File: src/rtl/cmp_share_seq.sv
// cmp_share_seq: shared, sequenced magnitude/equality compare unit.
//
// NREQ requesters are served by one chunked comparator. A round-robin
// arbiter picks the next requester. The operands are then scanned MSB-first,
// CHUNK bits per cycle. The scan stops on the first chunk that differs. The
// result is returned as an all-ones or all-zeros mask, tagged with the
// requester id.
//
// Handshake rule (both channels): a transfer happens on a rising clk edge
// where valid and ready are both high. A source holds valid and its payload
// stable until that transfer. It may withdraw valid before a transfer. It
// must never derive valid from ready, because req_ready is combinational
// from req_valid.
//
// Ports:
//   clk        in   clock, rising edge
//   rst_n      in   asynchronous active-low reset
//   req_valid  in   [NREQ]       per-requester request valid
//   req_ready  out  [NREQ]       per-requester accept, one-hot or zero
//   req_a      in   [NREQ*XLEN]  operand a, requester i at [i*XLEN +: XLEN]
//   req_b      in   [NREQ*XLEN]  operand b, same packing
//   req_op     in   [NREQ*2]     00 SLT, 01 SLTU, 10 SEQ, 11 SGE
//   resp_valid out  result valid
//   resp_ready in   consumer accept
//   resp_data  out  [XLEN]  all-ones if the condition holds, else zero
//   resp_id    out  [IDW]   requester that owns resp_data
//   busy       out  high whenever the FSM is not IDLE
module cmp_share_seq #(
  parameter int NREQ  = 2,
  parameter int XLEN  = 32,
  parameter int CHUNK = 8,
  localparam int IDW  = (NREQ > 1) ? $clog2(NREQ) : 1
) (
  input  logic                 clk,
  input  logic                 rst_n,
  input  logic [NREQ-1:0]      req_valid,
  output logic [NREQ-1:0]      req_ready,
  input  logic [NREQ*XLEN-1:0] req_a,
  input  logic [NREQ*XLEN-1:0] req_b,
  input  logic [NREQ*2-1:0]    req_op,
  output logic                 resp_valid,
  input  logic                 resp_ready,
  output logic [XLEN-1:0]      resp_data,
  output logic [IDW-1:0]       resp_id,
  output logic                 busy
);

  localparam int NCHUNK = XLEN / CHUNK;
  localparam int CIW    = (NCHUNK > 1) ? $clog2(NCHUNK) : 1;

  localparam logic [1:0] OP_SLT  = 2'b00;
  localparam logic [1:0] OP_SLTU = 2'b01;
  localparam logic [1:0] OP_SEQ  = 2'b10;

  typedef enum logic [1:0] {
    S_IDLE = 2'd0,
    S_SCAN = 2'd1,
    S_RESP = 2'd2
  } state_t;

  state_t          state_q;
  logic [XLEN-1:0] a_q;
  logic [XLEN-1:0] b_q;
  logic [1:0]      op_q;
  logic [IDW-1:0]  id_q;
  logic [IDW-1:0]  rr_q;
  logic [CIW-1:0]  cidx_q;
  logic            resp_valid_q;
  logic [XLEN-1:0] resp_data_q;

  logic            grant_vld;
  logic [IDW-1:0]  grant;
  int              grant_idx;
  logic [XLEN-1:0] sel_a;
  logic [XLEN-1:0] sel_b;
  logic [1:0]      sel_op;
  logic            sel_signed;
  logic [CHUNK-1:0] chunk_a;
  logic [CHUNK-1:0] chunk_b;

  // Map the raw lt/eq outcome to the requested condition.
  function automatic logic map_result(input logic [1:0] op, input logic lt,
                                      input logic eq);
    logic r;
    case (op)
      OP_SLT, OP_SLTU: r = lt;
      OP_SEQ:          r = eq;
      default:         r = ~lt;  // SGE
    endcase
    return r;
  endfunction

  // Round-robin search. It starts one past the last granted requester, so
  // the requester served most recently gets the lowest priority.
  always_comb begin
    grant_vld = 1'b0;
    grant     = '0;
    grant_idx = 0;
    for (int k = 1; k <= NREQ; k++) begin
      grant_idx = int'(rr_q) + k;
      if (grant_idx >= NREQ) grant_idx = grant_idx - NREQ;
      if (!grant_vld && req_valid[grant_idx]) begin
        grant_vld = 1'b1;
        grant     = IDW'(grant_idx);
      end
    end
  end

  // req_ready is gated by rst_n so that it drops asynchronously with reset.
  always_comb begin
    req_ready = '0;
    if (rst_n && state_q == S_IDLE && grant_vld) req_ready[grant] = 1'b1;
  end

  always_comb begin
    sel_a      = req_a[int'(grant)*XLEN +: XLEN];
    sel_b      = req_b[int'(grant)*XLEN +: XLEN];
    sel_op     = req_op[int'(grant)*2 +: 2];
    // SLT (00) and SGE (11) are the signed ops.
    sel_signed = (sel_op == OP_SLT) || (sel_op == 2'b11);
    chunk_a    = a_q[int'(cidx_q)*CHUNK +: CHUNK];
    chunk_b    = b_q[int'(cidx_q)*CHUNK +: CHUNK];
  end

  always_ff @(posedge clk or negedge rst_n) begin
    if (!rst_n) begin
      state_q      <= S_IDLE;
      a_q          <= '0;
      b_q          <= '0;
      op_q         <= '0;
      id_q         <= '0;
      rr_q         <= IDW'(NREQ - 1);
      cidx_q       <= '0;
      resp_valid_q <= 1'b0;
      resp_data_q  <= '0;
    end else begin
      case (state_q)
        S_IDLE: begin
          if (grant_vld) begin
            a_q  <= sel_a;
            b_q  <= sel_b;
            op_q <= sel_op;
            id_q <= grant;
            rr_q <= grant;
            // With differing signs, the negative operand is the smaller one.
            // No scan is needed in that case.
            if (sel_signed && (sel_a[XLEN-1] != sel_b[XLEN-1])) begin
              resp_data_q  <= {XLEN{map_result(sel_op, sel_a[XLEN-1], 1'b0)}};
              resp_valid_q <= 1'b1;
              state_q      <= S_RESP;
            end else begin
              cidx_q  <= CIW'(NCHUNK - 1);
              state_q <= S_SCAN;
            end
          end
        end
        S_SCAN: begin
          // An unsigned chunk compare is correct here. The signs are equal
          // whenever a signed op reaches this state.
          if (chunk_a != chunk_b) begin
            resp_data_q  <= {XLEN{map_result(op_q, chunk_a < chunk_b, 1'b0)}};
            resp_valid_q <= 1'b1;
            state_q      <= S_RESP;
          end else if (cidx_q == '0) begin
            resp_data_q  <= {XLEN{map_result(op_q, 1'b0, 1'b1)}};
            resp_valid_q <= 1'b1;
            state_q      <= S_RESP;
          end else begin
            cidx_q <= cidx_q - 1'b1;
          end
        end
        S_RESP: begin
          if (resp_ready) begin
            resp_valid_q <= 1'b0;
            state_q      <= S_IDLE;
          end
        end
        default: state_q <= S_IDLE;
      endcase
    end
  end

  assign resp_valid = resp_valid_q;
  assign resp_data  = resp_data_q;
  assign resp_id    = id_q;
  assign busy       = (state_q != S_IDLE);

endmodule

File: config.mk
export PLATFORM = sky130hd
export DESIGN_NAME = cmp_share_seq
export DESIGN_NICKNAME = d
export VERILOG_FILES = /design/src/rtl/cmp_share_seq.sv
export SDC_FILE = /design/constraint.sdc
export NUM_CORES = 1
export LEC_CHECK = 0
export ABC_AREA = 1
export BUFFER_PORTS_ARGS = -buffer_cell sky130_fd_sc_hd__buf_2
export CAP_MARGIN = 10
export CORE_AREA = 3 3 99 101
export DETAILED_ROUTE_END_ITERATION = 7
export DIE_AREA = 0 0 102 104
export GPL_TIMING_DRIVEN = 0
export HOLD_SLACK_MARGIN = 0.1
export PLACE_DENSITY = 0.79
export RECOVER_POWER = 50
export SLEW_MARGIN = 5
export SYNTH_ARGS = -nofsm -noshare
export SYNTH_HDL_FRONTEND = slang
export SYNTH_SLANG_ARGS = --single-unit
File: constraint.sdc
create_clock -name clk -period 3.25 [get_ports clk]
set_input_delay 0.65 -clock clk [delete_from_list [all_inputs] [get_ports clk]]
set_output_delay 0.65 -clock clk [all_outputs]
set_load 0.01 [all_outputs]
==> impl_metrics.json, run 1 <==
{
  "synthCells": 591,
  "grt_use_met1": 0.339,
  "start_util": 0.483,
  "post-cts-setup-buffers": 0,
  "die_w_um": 102,
  "clockBufferDepth": 2,
  "cp.required_ns": 2.60,
  "ys_seq_area_frac": 0.422,
  "p_leak_uw": 0.00288,
  "synth_nets": 738,
  "ir_drop_v": 0.000411,
  "die_area_sq_um": 10600,
  "first_iter_violations": 243,
  "dp_hpwl_um": 10600,
  "core-area_sq_um": 9110,
  "antenna_cells": 0,
  "drv_slew": 45,
  "viasPerCell": 5.29,
  "finalCriticalPeriod_ns": 3.02,
  "cp_max_fo": 10,
  "worstHoldPathType": "input port to async pin",
  "synth.area.top_cells": "dfrtp_1 (42%), nand2_1 (17%), a31oi_1 (9.0%)",
  "hold_buffers": 0,
  "fin_crit_sh": 0.929,
  "worstSetupEndpointType": "primary output",
  "violations": "capacitance limit, slew limit",
  "synth_top_family_by_area": "simple AND/OR/NAND/NOR gates",
  "fill_cells": 835,
  "final_common_cell": "nand2_1",
  "worstPathArrival_ns": 2.37,
  "slew_headroom": -0.307,
  "fin_util": 0.619,
  "nets": 923,
  "slowest_stage": "nor2_1",
  "avgSynthCellArea_sq_um": 7.44,
  "place.gp.congestion": 0.897,
  "cts_tree": "done",
  "ys_types": 31,
  "synth-simple-area-share": 0.270,
  "timing.hold.ws_ns": 0.209,
  "gr-usage-all-layers": 0.250,
  "overflow": 0,
  "drtAntennaViolNets": 0,
  "clkLatencyLatePin_ns": 0.35,
  "grt_start_max_net_pins": 45,
  "yosysTopAreaCell": "dfrtp_1",
  "cts.sinks": 74,
  "layout-drive-gt1-share": 0.318,
  "drc": 0,
  "met3_usage": 0.0436,
  "wl_um": 13600,
  "cp-start-kind": "flip-flop",
  "hold_viol_final": 0,
  "power.density_nw_per_um2": 1020,
  "ioPinCount": 174,
  "port_buffers": 173,
  "grt_pass1_vias": 4426,
  "numCtsBuffers": 9,
  "synth_xor_area_frac": 0,
  "worstMarginPinSlew_ns": 1.96,
  "clk_pin_slew_ns": 0.09,
  "vias": 4716,
  "path_cells": "nor2_4 -> inv_2 -> nor2_1 -> buf_4 -> inv_1 -> nor3_1 -> buf_2",
  "synthToLayoutAreaGrowth_pct": 28.3,
  "firstDrtPassIters": 5,
  "tns_ns": 0,
  "cap_violations": 1,
  "grt_first_pass_wirelength_um": 21100,
  "busiest_layer": "met2",
  "grtUsageMet2": 0.406,
  "total_power_uw": 5760,
  "cpPeakStageDelay_ns": 0.56,
  "ys_warn_count": 0,
  "cts_resized": 0,
  "die_y_um": 104,
  "place_inst": 876,
  "synth_compound_area_frac": 0.168,
  "syn-cell-area_sq_um": 4400,
  "wire_per_inst_um": 15.2,
  "placementRows": 35,
  "fmax_ghz": 0.331,
  "synth_seq_cells": 74,
  "synth_adder_area_share": 0.0285,
  "path_class": "flip-flop to primary output",
  "clock_skew_ns": 0.0138,
  "status": "complete, but fails checks",
  "yosys-mux-area-fraction": 0,
  "mostFrequentLayoutCells": "nand2_1 (196), buf_2 (181), nor2_1 (89)",
  "synth_top_cell_area_share": 0.416,
  "htree_levels": 3,
  "rsz0062_at_grt": "false",
  "fin_cells": 892,
  "antenna_found_initial": 0,
  "root_buffer": "clkbuf_8",
  "setup_viol": 0
}
-- logic make-up (layout without fill, tap and decap cells) --
family | after synthesis | in the layout
adder cells (fa/ha/maj) | 10 | 10
flip-flops | 74 | 74
AO/OA/AOI/OAI | 119 | 119
AND/OR/NAND/NOR | 302 | 302
buffers and inverters | 86 | 276
-- critical path, delay by kind of cell (launching register included) --
| kind | cells | cell delay, ns |
|---|---|---|
| AND/OR/NAND/NOR | 3 | 0.90 |
| buffers and inverters | 4 | 0.68 |
| flip-flops | 1 | 0.43 |
-- stage by stage --
step / setup WS (ns) / cell area (sq um)
floorplan: 0.890 / 4400
global placement: 0.163 / 5400
detailed placement: 0.423 / 5420
CTS: 0.393 / 5660
global route: 0.0584 / 5640
finish: 0.230 / 5640
-- cells in the mapped netlist --
library cell  number
nor2_4             2
dfrtp_1           73
a31oi_1           63
buf_1              2
or2_1              1
buf_6              1
clkbuf_1          12
ha_1              10
nand3_1            5
o22ai_1            8
o21ai_1            1
nand3b_1           3
o21ai_0           21
inv_1             14
nand2_1          196
o21ai_2            2
a21o_1             1
a32o_1             8
a21oi_1           14
clkinv_1           1
inv_4              1
buf_2             14
inv_2              3
nand3_2            1
nor2_1            88
dfstp_2            1
nor3_1             2
or3_1              1
buf_4             38
o211ai_1           1
nand2_2            3
-- final cells by class --
cell class | instances | area, sq um | share of cell area
plain buffers | 67 | 415 | 0.0737
clock buffers | 11 | 151 | 0.0269
clock inverters | 5 | 85.1 | 0.0151
inverters | 19 | 73.8 | 0.0131
multi-input cells | 431 | 2040 | 0.362
flip-flops and latches | 74 | 1850 | 0.329
well taps | 111 | 139 | 0.0246
repair buffers | 174 | 878 | 0.156
-- power breakdown --
part	switching (uW)	internal (uW)	leakage, uW
Clock	369	479	0.000116
Combinational	1780	1350	0.00193
Sequential	388	1400	0.000836
Total	2540	3220	0.00288
-- sequential cells by signal, summed over array words and instances (netlist names) --
signal      flops
a_q            32
b_q            32
cidx_q          2
op_q            2
state_q         2
resp_data       1
resp_id         1
resp_valid      1
rr_q            1
-- final timing paths --
check | from | slack (ns) | end | cells after the start
worst max-delay path | state_q[1]$_DFFE_PN0P_ | 0.23 | req_ready[0] | 7
worst min-delay path | rst_n | 0.21 | b_q[22]$_DFFE_PN0P_ | 1
worst max register to register | cidx_q[1]$_DFFE_PN0P_ | 0.36 | cidx_q[0]$_DFFE_PN0P_ | 13
worst min register to register | rr_q$_DFFE_PN1P_ | 0.46 | rr_q$_DFFE_PN1P_ | 2
max in group asynchronous | rst_n | 0.74 | a_q[13]$_DFFE_PN0P_ | 2
min in group clk | rr_q$_DFFE_PN1P_ | 0.46 | rr_q$_DFFE_PN1P_ | 2
-- routing by layer --
layer,share of wire,wire (um),vias up
met1,0.44,5940,2175
li1,-,-,2307
met4,0.020,270,0
met3,0.067,910,28
met5,0,0,-
met2,0.47,6430,206
Power figures use the tool's default switching activity.
==> run 2, diff against run 1 <==
CELL_PAD_IN_SITES_DETAIL_PLACEMENT = 0   (was not set)
CELL_PAD_IN_SITES_GLOBAL_PLACEMENT = 1   (was not set)
CORE_AREA = 3 3 118 120   (was 3 3 99 101)
DIE_AREA = 0 0 121 123   (was 0 0 102 104)
PLACE_DENSITY = not set   (was 0.79)
PLACE_DENSITY_LB_ADDON = 0.1   (was not set)
==> run 2 against run 1 <==
  * The run now ends clean
  * Highest routed layer unchanged
  * Die area grew 40%
  * Setup slack gained 0.024 ns
  * Count of clock-buffer cells in the layout grew 1
  * Combinational power is essentially flat
  * Hold slack gained 0.043 ns
  * Maximum frequency grew 0.80%
==> impl_metrics.json, run 2 (synthesized netlist as in run 1, its figures left out) <==
{
  "cp_max_fo": 10,
  "die_w_um": 121,
  "grt_first_pass_wirelength_um": 22700,
  "first_iter_violations": 268,
  "vias": 4499,
  "nets": 923,
  "core-area_sq_um": 13100,
  "cts_resized": 0,
  "firstDrtPassIters": 4,
  "fill_cells": 1375,
  "gr-usage-all-layers": 0.195,
  "worstSetupEndpointType": "primary output",
  "setup_viol": 0,
  "placementRows": 42,
  "fin_util": 0.443,
  "root_buffer": "clkbuf_16",
  "place.gp.congestion": 0.800,
  "fmax_ghz": 0.334,
  "worstPathArrival_ns": 2.35,
  "regArea_sq_um": 1850,
  "fin_crit_sh": 0.922,
  "reg_top3": "a_q (32), b_q (32)",
  "rsz0062_at_grt": "false",
  "cap_violations": 0,
  "clock_skew_ns": 0.0106,
  "grt_use_met1": 0.265,
  "start_util": 0.336,
  "htree_levels": 3,
  "grt_start_max_net_pins": 48,
  "viasPerCell": 4.70,
  "grtUsageMet2": 0.324,
  "cts_tree": "done",
  "drv_slew": 0,
  "hold_buffers": 0,
  "synthToLayoutAreaGrowth_pct": 31.9,
  "met3_usage": 0.0371,
  "die_area_sq_um": 14900,
  "ir_drop_v": 0.000305,
  "clk_pin_slew_ns": 0.06,
  "drc": 0,
  "ioPinCount": 174,
  "wire_per_inst_um": 15.0,
  "mostFrequentLayoutCells": "nand2_1 (197), buf_2 (183), nor2_1 (88)",
  "overflow": 0,
  "p_leak_uw": 0.00291,
  "worstMarginPinSlew_ns": 0.891,
  "clockBufferDepth": 2,
  "worstHoldPathType": "input port to async pin",
  "hold_viol_final": 0,
  "antenna_found_initial": 0,
  "busiest_layer": "met2",
  "path_class": "flip-flop to primary output",
  "numCtsBuffers": 9,
  "tns_ns": 0,
  "grt_pass1_vias": 4581,
  "power.density_nw_per_um2": 1020,
  "antenna_cells": 0,
  "reg2reg_from": "rr_q$_DFFE_PN1P_",
  "cp.required_ns": 2.60,
  "dpl-instance-area_sq_um": 5510,
  "clkLatencyLatePin_ns": 0.33,
  "multi_input_area_sq_um": 2050,
  "status": "completed",
  "cp-start-kind": "flip-flop",
  "timing.hold.ws_ns": 0.253,
  "drtAntennaViolNets": 0,
  "die_y_um": 123,
  "wl_um": 14400,
  "critPathLaunch": "rr_q$_DFFE_PN1P_",
  "stdcell_area_sq_um": 5800,
  "finalCriticalPeriod_ns": 3.00,
  "slew_headroom": 0.406,
  "layout-drive-gt1-share": 0.316,
  "port_buffers": 173,
  "cts.sinks": 74,
  "dp_hpwl_um": 11300,
  "final_common_cell": "nand2_1",
  "post-cts-setup-buffers": 0
}
==> run 2: cell types whose count changed in the layout (fill, tap and decap cells not counted), sizes merged <==
cell	change
clkinvlp	+1
dlymetal6s4s	-1
inv	-1
clkbuf	+2
bufinv	-1
==> run 2: per-stage QoR <==
| stage | setup slack [ns] | total power [uW] | cells |
|---|---|---|---|
| after floorplan | 0.890 | 3910 | 591 |
| after global placement | 0.0791 | 4910 | 940 |
| after detailed placement | 0.426 | 4960 | 941 |
| after CTS | 0.380 | 6000 | 957 |
| after global routing | 0.0702 | 6480 | 957 |
| final | 0.254 | 5930 | 957 |
==> run 2: layer usage <==
metal,up-vias,wire length (um)
met5,-,0
met4,0,148
met3,14,861
met2,143,6690
met1,2037,6670
li1,2305,-
==> run 2: final timing paths <==
kind                                             endpoint  slack [ns]  cells past startpoint
max in group asynchronous                rr_q$_DFFE_PN1P_        2.40                      2
worst max register to register  resp_data[30]$_DFFE_PN0P_        0.32                     13
worst max-delay path                         req_ready[0]        0.25                      7
worst min register to register           rr_q$_DFFE_PN1P_        0.46                      2
worst min-delay path               resp_valid$_DFFE_PN0P_        0.25                      1
min in group clk                         rr_q$_DFFE_PN1P_        0.46                      2
==> run 2: power by group <==
part           total (uW)  switching, uW  internal, uW
logic                3120           1780          1340
registers            1800            394          1400
clock network        1020            385           635
total                5930           2550          3380
==> run 2: final cells by class <==
| class | instances | share of cell area |
|---|---|---|
| Buffer | 67 | 0.0695 |
| Clock buffer | 12 | 0.0442 |
| Clock inverter | 4 | 0.00863 |
| Inverter | 19 | 0.0127 |
| Multi-Input combinational cell | 431 | 0.353 |
| Sequential cell | 74 | 0.320 |
| Tap cell | 176 | 0.0380 |
| Timing Repair Buffer | 174 | 0.154 |
==> run 2: critical path, stage by stage (launching register included) <==
cell and delay (ns):
dfstp_2 0.53, nand2_1 0.10, nand2_1 0.16, clkbuf_1 0.63
inv_4 0.06, buf_2 0.21, nor3_1 0.16, buf_2 0.15
==> run 3, diff against run 2 <==
ABC_AREA = 0   (was 1)
CORE_AREA = 3 3 114 116   (was 3 3 118 120)
DIE_AREA = 0 0 117 119   (was 0 0 121 123)
SKIP_LAST_GASP = 1   (was not set)
==> run 3 against run 2 <==
  * Sequential power down 3%
  * Design area down 0.91%
  * Routed wire length down 17%
  * Setup slack better by 0.0025 ns
  * Count of clock-buffer cells in the layout down 3
  * Register-to-register slack worse by 0.06 ns
  * Maximum frequency about the same
  * Critical path type is now flip-flop to flip-flop
  * Critical endpoint is now cidx_q[1]$_DFFE_PN0P_
  * Highest routed layer unchanged
==> impl_metrics.json, run 3 <==
{
  "mostFrequentLayoutCells": "buf_2 (174), nand2_1 (75), dfrtp_1 (73)",
  "fin_util": 0.478,
  "ys_seq_area_frac": 0.425,
  "worst_slack_ns": 0.257,
  "place.gp.congestion": 0.791,
  "p_leak_uw": 0.00291,
  "dpl-instance-area_sq_um": 5440,
  "hold_viol_final": 0,
  "place_inst": 745,
  "die_area_sq_um": 13900,
  "drv_slew": 0,
  "start_util": 0.363,
  "p_int_uw": 3350,
  "syn-cell-area_sq_um": 4360,
  "ioPinCount": 174,
  "cp.required_ns": 3.46,
  "slew_headroom": 0.235,
  "pwr-share-clk": 0.196,
  "ir_drop_v": 0.000286,
  "layout-drive-gt1-share": 0.415,
  "p_seq_frac": 0.322,
  "drc": 0,
  "dp_hpwl_um": 9390,
  "worstSetupEndpointType": "flip-flop",
  "worstPathArrival_ns": 3.20,
  "synth_seq_cells": 74,
  "clockBufferDepth": 2,
  "yosysTopAreaCell": "dfrtp_1",
  "tns_ns": 0,
  "vias": 3676,
  "preCtsSetupSlack_ns": -0.202,
  "grt_start_max_net_pins": 59,
  "fmax_ghz": 0.334,
  "cp-start-kind": "flip-flop",
  "p_sw_frac": 0.381,
  "wire_per_inst_um": 15.8,
  "combPwrFrac": 0.482,
  "worstRegToRegCells": 9,
  "htree_levels": 3,
  "antenna_found_initial": 0,
  "path_class": "flip-flop to flip-flop",
  "reg_top3": "a_q (32), b_q (32)",
  "nets": 755,
  "ys_types": 35,
  "hold_buffers": 0,
  "synth_edf_count": 0,
  "numCtsBuffers": 9,
  "first_iter_violations": 103,
  "setup_viol": 0,
  "grt_pass1_vias": 3860,
  "min_path_cells": 2,
  "drtAntennaViolNets": 0,
  "die_y_um": 119,
  "power.density_nw_per_um2": 942,
  "cts.sinks": 74,
  "ys_warn_count": 0,
  "avgSynthCellArea_sq_um": 10.3,
  "viasPerCell": 4.84,
  "clock_skew_ns": 0.00666,
  "synth.most_common_cell": "nand2_1",
  "clk_pin_slew_ns": 0.06,
  "final_common_cell": "buf_2",
  "synthFlopType": "dfrtp_1",
  "status": "completed",
  "cts_tree": "done",
  "fin_crit_sh": 0.921,
  "p_sw_uw": 2060,
  "clkLatencyLatePin_ns": 0.33,
  "synthToLayoutAreaGrowth_pct": 31.9,
  "ys_top_cells_by_count": "nand2_1 (75), dfrtp_1 (73), o21ai_0 (67)",
  "grt_first_pass_wirelength_um": 19100,
  "cp_max_fo": 10,
  "overflow": 0,
  "async_reset_ff_frac": 1.00,
  "fin_cells": 759,
  "rsz0062_at_grt": "false",
  "stdcell_area_sq_um": 5740,
  "root_buffer": "clkbuf_16",
  "synthCells": 424,
  "antenna_cells": 0,
  "firstDrtPassIters": 5,
  "cap_violations": 0,
  "die_w_um": 117,
  "finalCriticalPeriod_ns": 2.99,
  "synth_nets": 571,
  "gr-usage-all-layers": 0.177,
  "core-area_sq_um": 12000,
  "synth_top_cell_area_share": 0.419,
  "port_buffers": 173,
  "synth.area.top_cells": "dfrtp_1 (42%), mux2i_1 (15%), mux4_2 (8.3%)",
  "worstMarginPinSlew_ns": 1.15,
  "worstHoldPathType": "flip-flop to flip-flop",
  "placementRows": 40,
  "wl_um": 12000
}
[run 3: routing by layer]
metal,part of all wire,wire [um],vias to the layer above,track usage
met5,0,0,-,0
met4,0.0094,113,0,0.0495
met3,0.050,600,10,0.0320
met2,0.50,5990,101,0.297
met1,0.44,5280,1738,0.232
li1,-,-,1827,-
[run 3: layout make-up]
type,count,area (sq um)
Timing Repair Buffer,174,887
Inverter,15,56.3
Fill cell,1215,6270
Clock inverter,6,91.3
Buffer,56,362
Tap cell,147,184
Clock buffer,9,225
Multi-Input combinational cell,278,2090
Sequential cell,74,1850
[run 3: worst paths after layout]
kind,startpoint,end,slack [ns]
hold reg to reg,a_q[25]$_DFFE_PN0P_,a_q[25]$_DFFE_PN0P_,0.48
max in group asynchronous,rst_n,rr_q$_DFFE_PN1P_,1.83
setup reg to reg,cidx_q[0]$_DFFE_PN0P_,cidx_q[1]$_DFFE_PN0P_,0.26
hold / removal,a_q[25]$_DFFE_PN0P_,a_q[25]$_DFFE_PN0P_,0.48
min in group asynchronous,rst_n,a_q[17]$_DFFE_PN0P_,0.53
setup / recovery,cidx_q[0]$_DFFE_PN0P_,cidx_q[1]$_DFFE_PN0P_,0.26
[run 3: repair_timing]
item / in CTS / in global routing
pin swaps: 0 / 0
setup endpoints to repair: 2 / 2
gates resized for setup: 2 / 2
setup buffers: 0 / 0
[run 3: cells by family (layout without fill, tap and decap cells)]
family                   after synthesis  count (layout)  share of synthesized area
AND/OR/NAND/NOR                       94              94                     0.0902
flip-flops                            74              74                      0.425
adder cells (fa/ha/maj)               10              10                     0.0287
multiplexers                          86              86                      0.246
buffers and inverters                 72             260                     0.0968
XOR/XNOR                               2               2                    0.00402
AO/OA/AOI/OAI                         86              86                      0.108
[run 3: critical path, stage by stage, from the launching register on]
cell and delay (ns):
dfrtp_1 0.32, clkbuf_4 0.25, buf_4 0.27, mux4_2 0.56
ha_1 0.32, nand4_1 0.19, o31ai_2 0.35, o21ai_2 0.14
nand2b_4 0.18, mux2_4 0.30
[run 3: per-stage QoR]
stage          hold WS (ns)  power (uW)
6_report              0.478        5410
5_1_grt               0.514        5890
4_1_cts               0.195        5490
3_5_place_dp          0.470        4400
3_3_place_gp          0.459        4320
2_1_floorplan         0.354        3500
[run 3: power by group through the flow]
stage	clock (uW)	combinational, uW	sequential, uW
floorplan	0	1900	1600
global placement	0	2600	1720
detailed placement	0	2660	1740
CTS	1080	2660	1750
global route	1130	2960	1800
finish	1060	2610	1740
